===== src/rtl/byte_serial_adder.sv =====
// byte_serial_adder: bit-serial ripple adder, LSB first, one bit per clock.
// Operands and carry-in are latched on an accepted start. The sum and
// carry-out registers update only on the edge that raises done, and hold
// their values until the next done pulse.
module byte_serial_adder #(
    parameter int DATA_WIDTH = 8
) (
    input  logic                  clk,
    input  logic                  rst_n,
    input  logic                  start,
    input  logic [DATA_WIDTH-1:0] byte_a,
    input  logic [DATA_WIDTH-1:0] byte_b,
    input  logic                  byte_carry_in,
    output logic [DATA_WIDTH-1:0] byte_sum,
    output logic                  byte_carry_out,
    output logic                  busy,
    output logic                  done
);
    localparam int            CW   = (DATA_WIDTH > 1) ? $clog2(DATA_WIDTH) : 1;
    localparam logic [CW-1:0] LAST = CW'(DATA_WIDTH - 1);

    typedef enum logic [1:0] {S_IDLE, S_RUN, S_DONE} state_t;

    state_t                r_state, w_state_nxt;
    logic [DATA_WIDTH-1:0] r_a_sh, r_b_sh, r_s_sh;
    logic                  r_c;
    logic [CW-1:0]         r_cnt;
    logic [DATA_WIDTH-1:0] r_sum;
    logic                  r_cout;

    logic                  w_bit_s;
    logic                  w_c_nxt;
    logic [DATA_WIDTH-1:0] w_s_sh_nxt;
    logic                  w_load;
    logic                  w_last;

    // Full-adder slice on the current LSBs; new sum bit enters at the MSB.
    assign w_bit_s    = r_a_sh[0] ^ r_b_sh[0] ^ r_c;
    assign w_c_nxt    = (r_a_sh[0] & r_b_sh[0]) | (r_a_sh[0] & r_c) | (r_b_sh[0] & r_c);
    assign w_s_sh_nxt = {w_bit_s, r_s_sh[DATA_WIDTH-1:1]};
    // start only counts when no add is in flight
    assign w_load     = start && (r_state == S_IDLE || r_state == S_DONE);
    assign w_last     = (r_state == S_RUN) && (r_cnt == LAST);

    // State register
    always_ff @(posedge clk or negedge rst_n) begin
        if (!rst_n) r_state <= S_IDLE;
        else        r_state <= w_state_nxt;
    end

    // Next-state logic; DONE re-enters RUN directly on start for back-to-back adds
    always_comb begin
        w_state_nxt = r_state;
        unique case (r_state)
            S_IDLE:  if (start) w_state_nxt = S_RUN;
            S_RUN:   if (r_cnt == LAST) w_state_nxt = S_DONE;
            S_DONE:  w_state_nxt = start ? S_RUN : S_IDLE;
            default: w_state_nxt = S_IDLE;
        endcase
    end

    // Outputs decoded from state: done is exactly the single DONE cycle
    always_comb begin
        busy = 1'b0;
        done = 1'b0;
        unique case (r_state)
            S_RUN:   busy = 1'b1;
            S_DONE:  done = 1'b1;
            default: ;
        endcase
    end

    // Datapath: load on accepted start, shift one bit per RUN cycle, commit on last bit
    always_ff @(posedge clk or negedge rst_n) begin
        if (!rst_n) begin
            r_a_sh <= '0;
            r_b_sh <= '0;
            r_s_sh <= '0;
            r_c    <= 1'b0;
            r_cnt  <= '0;
            r_sum  <= '0;
            r_cout <= 1'b0;
        end else if (w_load) begin
            r_a_sh <= byte_a;
            r_b_sh <= byte_b;
            r_s_sh <= '0;
            r_c    <= byte_carry_in;
            r_cnt  <= '0;
        end else if (r_state == S_RUN) begin
            r_a_sh <= {1'b0, r_a_sh[DATA_WIDTH-1:1]};
            r_b_sh <= {1'b0, r_b_sh[DATA_WIDTH-1:1]};
            r_s_sh <= w_s_sh_nxt;
            r_c    <= w_c_nxt;
            r_cnt  <= r_cnt + 1'b1;
            if (w_last) begin
                r_sum  <= w_s_sh_nxt;
                r_cout <= w_c_nxt;
            end
        end
    end

    assign byte_sum       = r_sum;
    assign byte_carry_out = r_cout;

endmodule


===== config.mk =====
export PLATFORM = sky130hd
export DESIGN_NAME = byte_serial_adder
export DESIGN_NICKNAME = d
export VERILOG_FILES = /design/src/rtl/byte_serial_adder.sv
export SDC_FILE = /design/constraint.sdc
export NUM_CORES = 1
export LEC_CHECK = 0
export CAP_MARGIN = 20
export CORE_MARGIN = 8
export CORE_UTILIZATION = 50
export DETAILED_ROUTE_END_ITERATION = 6
export HOLD_SLACK_MARGIN = 0.03
export PLACE_DENSITY = 0.75
export SLEW_MARGIN = 10
export SYNTH_ARGS = -nofsm -noshare
export SYNTH_HDL_FRONTEND = slang
export SYNTH_SLANG_ARGS = --single-unit

===== constraint.sdc =====
create_clock -name clk -period 1.9 [get_ports clk]
set_input_delay 0.285 -clock clk [delete_from_list [all_inputs] [get_ports clk]]
set_output_delay 0.285 -clock clk [all_outputs]
set_load 0.01 [all_outputs]

After elaboration in Yosys (flattened, before gate mapping)
Index checks and enable logic that the tools add are counted.

Add/subtract/negate cells: 1. Equal/unequal tests: 5. Muxes and demuxes: 16. Bitwise gates (word level): 8. Reductions and logical operators: 7.

Operators by type and width (count): $mux W8 (6); $mux W3 (2); $pmux W2 S3 (1); $mux W1 (5); $mux W2 (2); $add A3 B1 Y3 const B (1); $and A1 B1 Y1 (3); $eq A3 B3 Y1 const B (1); $reduce_and A3 Y1 (1); $eq A2 B1 Y1 const B (1); $eq A2 B2 Y1 const B (1); $logic_and A1 B1 Y1 (2); $logic_not A2 Y1 (1); $ne A2 B1 Y1 const B (1); $ne A2 B2 Y1 const B (1); $or A1 B1 Y1 (2); $reduce_and A2 Y1 (1); $reduce_bool A2 Y1 (1); $xor A1 B1 Y1 (2); $logic_or A1 B1 Y1 (1); $not A1 Y1 (1).

Flip-flop bits (word level): 39. Input bits: 20. Output and inout bits: 11. Logic and storage cells: 45.

Logic depth before layout (Yosys ltp)
Gate-level depths: netlist (run 1).

Word-level depth: 5. Depth in mapped cells: 6. Mapped depth without buffers: 4.

Worst setup path before layout (run 1)
No wires, ideal clock.

Path type: register -> register. From: register r_a_sh[0]. To: register r_s_sh[7]. Setup time: 0.121 ns. Arrival time: 1.292 ns. Data required time: 1.779 ns. Setup slack: 0.487 ns. Cell stages (with the launch flop): 4. Buffers on the path: 0. Period minus slack after synthesis: 1.413 ns. Path through: dfrtp_1 fa_1 mux2_2 a22o_1.

Cells in the longest elaborated chain, start to end: 4.

RTL lines: from (decl) (RTL line 25) `logic [DATA_WIDTH-1:0] r_a_sh, r_b_sh, r_s_sh;`; from (signal assigned) (RTL line 84) `r_a_sh <= byte_a;`; from (signal assigned) (RTL line 90) `r_a_sh <= {1'b0, r_a_sh[DATA_WIDTH-1:1]};`; $xor A1 B1 Y1 (2 in series) (RTL line 38) `assign w_bit_s = r_a_sh[0] ^ r_b_sh[0] ^ r_c;`; net w_bit_s (RTL line 31) `logic w_bit_s;`; $mux W8 (RTL line 89) `end else if (r_state == S_RUN) begin`; $mux W8 (RTL line 83) `end else if (w_load) begin`; to (signal assigned) (RTL line 92) `r_s_sh <= w_s_sh_nxt;`; to (decl) (RTL line 25).

The timed path passes the listed nets, and every way through them passes these cells. The select of a mux whose other input is x is not followed. A chain may end at the register's enable or synchronous reset.

Worst setup path after layout (run 1)
From: register r_state[1]. To: output port done.

Cells in the longest elaborated chain, start to end: 2.

RTL lines: from (decl) (RTL line 24) `state_t r_state, w_state_nxt;`; from (signal assigned) (RTL line 48) `else r_state <= w_state_nxt;`; $eq A2 B2 Y1 (RTL line 66) `unique case (r_state)`; $mux W1 (RTL line 66); to (decl) (RTL line 17) `output logic done`.

Every way passes these cells.

==> results_dict.tcl, run 1 <==
set metrics [dict create \
    run_status "finished, final reports clean" \
    clkSinkCount 38 \
    worst-endpoint-required_ns 1.62 \
    power.density_cell_area_mw_per_mm2 1550 \
    vias_cell 5.42 \
    metal1_wirelength_um 1450 \
    antenna_cells_inserted 0 \
    setup.worst_path.end_class "output pin" \
    post_detailed_route_wirelength_per_cell_um 15.4 \
    p_int_w 0.00219 \
    net-switching-power_w 0.00118 \
    critical_path.reg2reg.endpoint "r_a_sh[7]" \
    endpoint "done" \
    grt_start_max_net_pins 39 \
    leading_cell_type_by_number_of_instances_after_synthesis "sky130_fd_sc_hd__dfrtp_1" \
    grt_pass1_vias 1219 \
    ios 31 \
    die_y_um 75.1 \
    core_area_mm2 0.00334 \
    post-place-cells 210 \
    cts_tree "built" \
    timing_worst_setup_path_type "reg2out" \
    initial_utilization_pct 52.3 \
    area_growth_pct 24.2 \
    dr.pass1.iters 4 \
    post-route-drc-count 0 \
    initialDrtViolationCount 50 \
    grt_pass1_wl_um 5780 \
    drv_slew 0 \
    grt_setup_unrepaired "no" \
    ys_warn_count 0 \
    route.final.wire_length_um 3390 \
    max_freq_mhz 556 \
    syn_nets 158 \
    cp_arrival_ns 1.51 \
    synth.lib_cells_used.distinct 26 \
    timing_hold_violations_final 0 \
    leakage_nw 1.02 \
    ys_top_cells_by_count "sky130_fd_sc_hd__dfrtp_1, sky130_fd_sc_hd__inv_1, sky130_fd_sc_hd__o22ai_1, sky130_fd_sc_hd__a22o_1, sky130_fd_sc_hd__a21oi_2" \
    skew_ns 0.00662 \
    hold_class "in2async" \
    switching_share_of_power_pct 35.0 \
    count_of_flip_flops_with_a_built_in_enable_after_synthesis 0 \
    timing.final.crit_share_pct 94.6 \
    grt_antenna_before_repair 0 \
    port_buffers 30 \
    totalPowerFinal_w 0.00337 \
    met3_length_um 235 \
    fp.dieArea_mm2 0.00564 \
    p_comb_share_pct 43.9 \
    stdcell_count 220 \
    std_cell_rows 21 \
    synth_top_cell_area_share_pct 54.4 \
    clk_pin_slew_ns 0.12 \
    route.top_layer_used "met4" \
    max-clock-path-buffers 2 \
    h-tree-depth 2 \
    crit_fanout 4 \
    tightestPinTransition_ns 0.814 \
    critPathLaunch "r_state[1]" \
    grt.overflow.total 0 \
    vias_post_dr 1192 \
    report.final.setup_viol 0 \
    period_minus_slack_ns 1.80 \
    post_drt_antenna_nets 0 \
    final_layout_size_suffix_gt1_share_pct 27.0 \
    reg2reg_setup_slack_ns 0.30 \
    synth.area.top_cells "sky130_fd_sc_hd__dfrtp_1, sky130_fd_sc_hd__mux2_4, sky130_fd_sc_hd__a22o_1, sky130_fd_sc_hd__a21oi_2, sky130_fd_sc_hd__o22ai_1" \
    die_width_um 75.1 \
    fillers 276 \
    power.share.clock_pct 13.2 \
    synth_area_per_cell_um2 12.9 \
    numCtsBuffers 5 \
    totalNegativeSetupSlack_ns 0 \
    worst_r2r_startpoint "r_state[0]" \
    finalNetCount 196 \
    reg2regPathDepth 4 \
    worstSetupStartpointType "register" \
    synth.cell_area_mm2 0.00175 \
    maxCapViolations 0 \
    groute.usage.overall_pct 13.5 \
    synth_top_area_cell "sky130_fd_sc_hd__dfrtp_1" \
    synth_async_sr_flop_share_pct 100 \
    yosysSeqAreaShare_pct 54.4 \
    gp_routability_congestion 0.689 \
    ir_drop_mv 0.729 \
    most_common_flop_cell_mapped_by_yosys "sky130_fd_sc_hd__dfrtp_1" \
    clock_insertion_delay_worst_skew_ns 0.34 \
    slew_headroom_pct 45.7 \
    power_frac_seq_pct 42.9 \
    cts_root_buf "sky130_fd_sc_hd__clkbuf_4" \
    netlist_instances 135 \
    wl_met2_um 1650 \
    detailedPlacementHpwl_um 2450 \
    ys_ff_latch 38 \
]
[worst min-delay path by stage]
stage | end | slack (ns) | cells past startpoint
global placement | byte_sum[3] | 0.41 | 1
CTS | r_a_sh[5] | 0.04 | 1
floorplan | byte_carry_out | -0.01 | 0
global route | byte_sum[3] | 0.07 | 1
finish | byte_sum[3] | 0.02 | 1
detailed placement | byte_sum[3] | 0.43 | 1
[registers in the layout, summed over array words and instances (netlist names)]
name and cells:
r_b_sh 8, r_cnt 3, r_a_sh 8, r_state 2
r_c 1, r_s_sh 7, byte_carry_out 1, byte_sum 8
[worst max-delay path: stages (launching register included)]
cell and delay (ns):
sky130_fd_sc_hd__dfrtp_2 0.41, sky130_fd_sc_hd__buf_4 0.11, sky130_fd_sc_hd__nor2b_1 0.12, sky130_fd_sc_hd__clkdlybuf4s50_1 0.54
[routing by layer]
layer | GRT usage [%] | vias up
met1 | 16.1 | 597
li1 | - | 556
met2 | 21.2 | 32
met4 | 6.09 | 0
met3 | 4.79 | 7
met5 | 0 | -
[metrics by stage]
stage | setup slack [ns] | cell area, um^2 | utilization [%] | hold WS, ns
2_1_floorplan | 0.487 | 1750 | - | -0.0106
3_3_place_gp | 0.179 | 2090 | 62.5 | 0.411
3_5_place_dp | 0.143 | 2090 | 62.5 | 0.433
4_1_cts | 0.00765 | 2170 | 64.9 | 0.0374
5_1_grt | 0.0130 | 2170 | 65.0 | 0.0675
6_report | 0.103 | 2170 | 65.0 | 0.0194
[logic make-up after synthesis]
family                     synth area share (%)
muxes                                      12.6
DFF                                        54.4
and+or+nand+nor                            4.15
xor gates and xnor gates                  0.502
adders and majority gates                  2.58
AOI/OAI and AO/OA                          18.6
buffers and inverters                      7.16
[cells in the final DEF (no fill, tap or decap), types with 2 or more instances in the layout]
cell type,Yosys,routed
sky130_fd_sc_hd__ha_1,2,2
sky130_fd_sc_hd__dfrtp_1,38,36
sky130_fd_sc_hd__a211oi_1,3,3
sky130_fd_sc_hd__o21ai_0,2,2
sky130_fd_sc_hd__a21oi_2,10,10
sky130_fd_sc_hd__dfrtp_2,0,2
sky130_fd_sc_hd__mux2i_1,4,4
sky130_fd_sc_hd__inv_1,14,14
sky130_fd_sc_hd__a21oi_1,5,5
sky130_fd_sc_hd__mux2_2,4,4
sky130_fd_sc_hd__clkbuf_4,0,5
sky130_fd_sc_hd__nor2b_1,4,4
sky130_fd_sc_hd__a22o_1,11,11
sky130_fd_sc_hd__buf_4,0,9
sky130_fd_sc_hd__clkdlybuf4s50_1,0,28
sky130_fd_sc_hd__mux2_4,9,9
sky130_fd_sc_hd__o22ai_1,12,12
[area by class of cell]
type | count | area (um^2) | area share [%]
repair buffers | 39 | 365 | 16.8
clock buffers | 6 | 51.3 | 2.36
multi-input cells | 74 | 671 | 30.9
inverters | 15 | 58.8 | 2.71
flip-flops and latches | 38 | 953 | 43.9
clock inverters | 2 | 12.5 | 0.577
well taps | 46 | 57.6 | 2.65
[power groups by stage]
| stage | clock network (W) | logic [W] | registers, W |
|---|---|---|---|
| global placement | 0 | 0.00143 | 0.00144 |
| detailed placement | 0 | 0.00149 | 0.00147 |
| finish | 0.000445 | 0.00148 | 0.00144 |
| floorplan | 0 | 0.00107 | 0.00141 |
| CTS | 0.000467 | 0.00150 | 0.00145 |
| global route | 0.000503 | 0.00163 | 0.00150 |
[repair_timing]
action / in CTS / in global routing
hold buffers: 0 / 0
resized for setup: 2 / 1
setup buffers: 2 / 0
setup endpoints to repair: 2 / 1
gates cloned: 0 / 0
No activity file was read; power rests on OpenSTA's default activity.
==> run 2, diff against run 1 <==
--- a/config.mk
+++ b/config.mk
@@ -11,6 +11,7 @@
 export DETAILED_ROUTE_END_ITERATION = 6
 export HOLD_SLACK_MARGIN = 0.03
 export PLACE_DENSITY = 0.75
+export RECOVER_POWER = 25
 export SLEW_MARGIN = 10
 export SYNTH_ARGS = -nofsm -noshare
 export SYNTH_HDL_FRONTEND = slang
==> run 2 against run 1 <==
  * Core utilization stayed put
  * Clock skew stayed put
  * Critical endpoint unchanged
  * Clock power hardly changed
  * Largest cell class unchanged
  * Flip-flop and latch count stayed put
  * Total power hardly changed
  * Combinational power hardly changed
  * Count of clock-buffer cells in the layout stayed put
  * Setup slack stayed put
  * Cell count stayed put
==> results_dict.tcl, run 2 (same netlist as run 1, synthesis figures left out) <==
set metrics [dict create \
    timing.critical_path.slowest_stage_cell "sky130_fd_sc_hd__clkdlybuf4s50_1" \
    max-clock-path-buffers 2 \
    hold_class "in2async" \
    cts_tree "built" \
    ir_drop_mv 0.729 \
    skew_ns 0.00662 \
    grt_antenna_before_repair 0 \
    antenna_cells_inserted 0 \
    route.final.wire_length_um 3380 \
    timing.final.crit_share_pct 94.6 \
    slew_headroom_pct 39.3 \
    crit_chain "buf_4 -> nor2b_1 -> clkdlybuf4s50_1" \
    postLayoutCoreUtil_pct 65.0 \
    die_y_um 75.1 \
    timing_worst_setup_path_type "reg2out" \
    layout.cells.most_common "sky130_fd_sc_hd__dfrtp_1" \
    tightestPinTransition_ns 0.911 \
    final_layout_size_suffix_gt1_share_pct 27.0 \
    groute.usage.overall_pct 13.5 \
    grt_start_max_net_pins 39 \
    grt_pass1_vias 1219 \
    report.final.setup_viol 0 \
    totalNegativeSetupSlack_ns 0 \
    initial_utilization_pct 52.3 \
    period_minus_slack_ns 1.80 \
    worst-endpoint-required_ns 1.62 \
    cts_root_buf "sky130_fd_sc_hd__clkbuf_4" \
    register_area_um2 953 \
    critical_path.max_stage_delay_ns 0.54 \
    fillers 276 \
    multiInputGateArea_um2 671 \
    fp.dieArea_mm2 0.00564 \
    highest_count_cells_in_the_layout_ignoring_fill_and_taps "sky130_fd_sc_hd__dfrtp_1, sky130_fd_sc_hd__clkdlybuf4s50_1, sky130_fd_sc_hd__inv_1" \
    cp_arrival_ns 1.51 \
    finalNetCount 196 \
    clk_pin_slew_ns 0.12 \
    run_status "finished, final reports clean" \
    ios 31 \
    vias_cell 5.42 \
    grt.overflow.total 0 \
    port_buffers 30 \
    post_detailed_route_wirelength_per_cell_um 15.4 \
    detailedPlacementHpwl_um 2450 \
    timing_hold_violations_final 0 \
    grt_pass1_wl_um 5780 \
    die_width_um 75.1 \
    leakage_nw 1.02 \
    crit_fanout 4 \
    clock_insertion_delay_worst_skew_ns 0.34 \
    worstSetupStartpointType "register" \
    max_freq_mhz 556 \
    power.density_cell_area_mw_per_mm2 1550 \
    post_drt_antenna_nets 0 \
    gp_routability_congestion 0.689 \
    maxCapViolations 0 \
    std_cell_rows 21 \
    clkSinkCount 38 \
    core_area_mm2 0.00334 \
    post-route-drc-count 0 \
    numCtsBuffers 5 \
    h-tree-depth 2 \
    initialDrtViolationCount 50 \
    dr.pass1.iters 4 \
    setup.worst_path.end_class "output pin" \
    vias_post_dr 1192 \
    grt_setup_unrepaired "no" \
    area_growth_pct 24.2 \
    drv_slew 0 \
]
==> run 2: cell count changes in the layout (fill, tap and decap cells not counted) <==
cell                       previous run  this run
sky130_fd_sc_hd__buf_2                1         0
sky130_fd_sc_hd__clkbuf_2             0         1
==> run 2: path summary, 6_finish.rpt <==
check	from	to	slack (ns)	cells after the start
max	r_state[1]	done	0.10	3
min	rst_n	byte_sum[3]	0.05	1
max reg2reg	r_state[0]	r_a_sh[7]	0.30	4
min reg2reg	r_a_sh[7]	r_a_sh[7]	0.52	1
max in group asynchronous	rst_n	r_state[0]	1.23	1
min in group clk	r_a_sh[7]	r_a_sh[7]	0.52	1
==> run 2: worst max-delay path: cells and delay by family, from the launching register on <==
| kind | cells | cell delay, ns |
|---|---|---|
| buffers and inverters | 2 | 0.65 |
| flip-flops | 1 | 0.41 |
| AND/OR/NAND/NOR | 1 | 0.12 |
==> run 2: through the flow <==
step | power (W) | instances | instance area (um^2) | worst slack [ns] | hold WS, ns
floorplan | 0.00248 | 135 | 1750 | 0.487 | -0.0106
global placement | 0.00287 | 210 | 2090 | 0.179 | 0.411
detailed placement | 0.00295 | 210 | 2090 | 0.143 | 0.433
CTS | 0.00342 | 220 | 2170 | 0.00765 | 0.0374
global route | 0.00363 | 220 | 2170 | 0.0130 | 0.108
finish | 0.00337 | 220 | 2170 | 0.103 | 0.0507
==> run 2: metal layers <==
metal  global-route usage (%)  vias up  share of wire (%)
met3                     4.79        7                6.9
met5                        0        -                  0
met4                     6.09        0                1.5
li1                         -      556                  -
met1                     16.1      597                 43
met2                     21.2       32                 49
==> run 2: area by class of cell <==
class                      count  share of cell area (%)
sequential                    38                    43.9
inverter                      15                    2.71
timing repair buffer          39                    16.8
clock buffer                   6                    2.36
clock inverter                 2                   0.577
multi-input combinational     74                    30.9
tap                           46                    2.65
==> run 2: timing repair <==
item	4_1_cts	5_1_grt
gates resized for setup	2	1
setup buffers	2	0
setup endpoints to repair	2	1
hold buffers	0	0
==> run 2: where the power goes <==
group | switching, W | internal [W]
Combinational | 0.000644 | 0.000836
Sequential | 0.000270 | 0.00117
Clock | 0.000267 | 0.000178
Total | 0.00118 | 0.00219
==> run 3, diff against run 2 <==
--- a/config.mk
+++ b/config.mk
@@ -9,7 +9,6 @@
 export CORE_MARGIN = 8
 export CORE_UTILIZATION = 50
 export DETAILED_ROUTE_END_ITERATION = 6
-export HOLD_SLACK_MARGIN = 0.03
 export PLACE_DENSITY = 0.75
 export RECOVER_POWER = 25
 export SLEW_MARGIN = 10
==> results of run 3 <==
No change in the layout: final DEF, timing and power equal those of run 2.
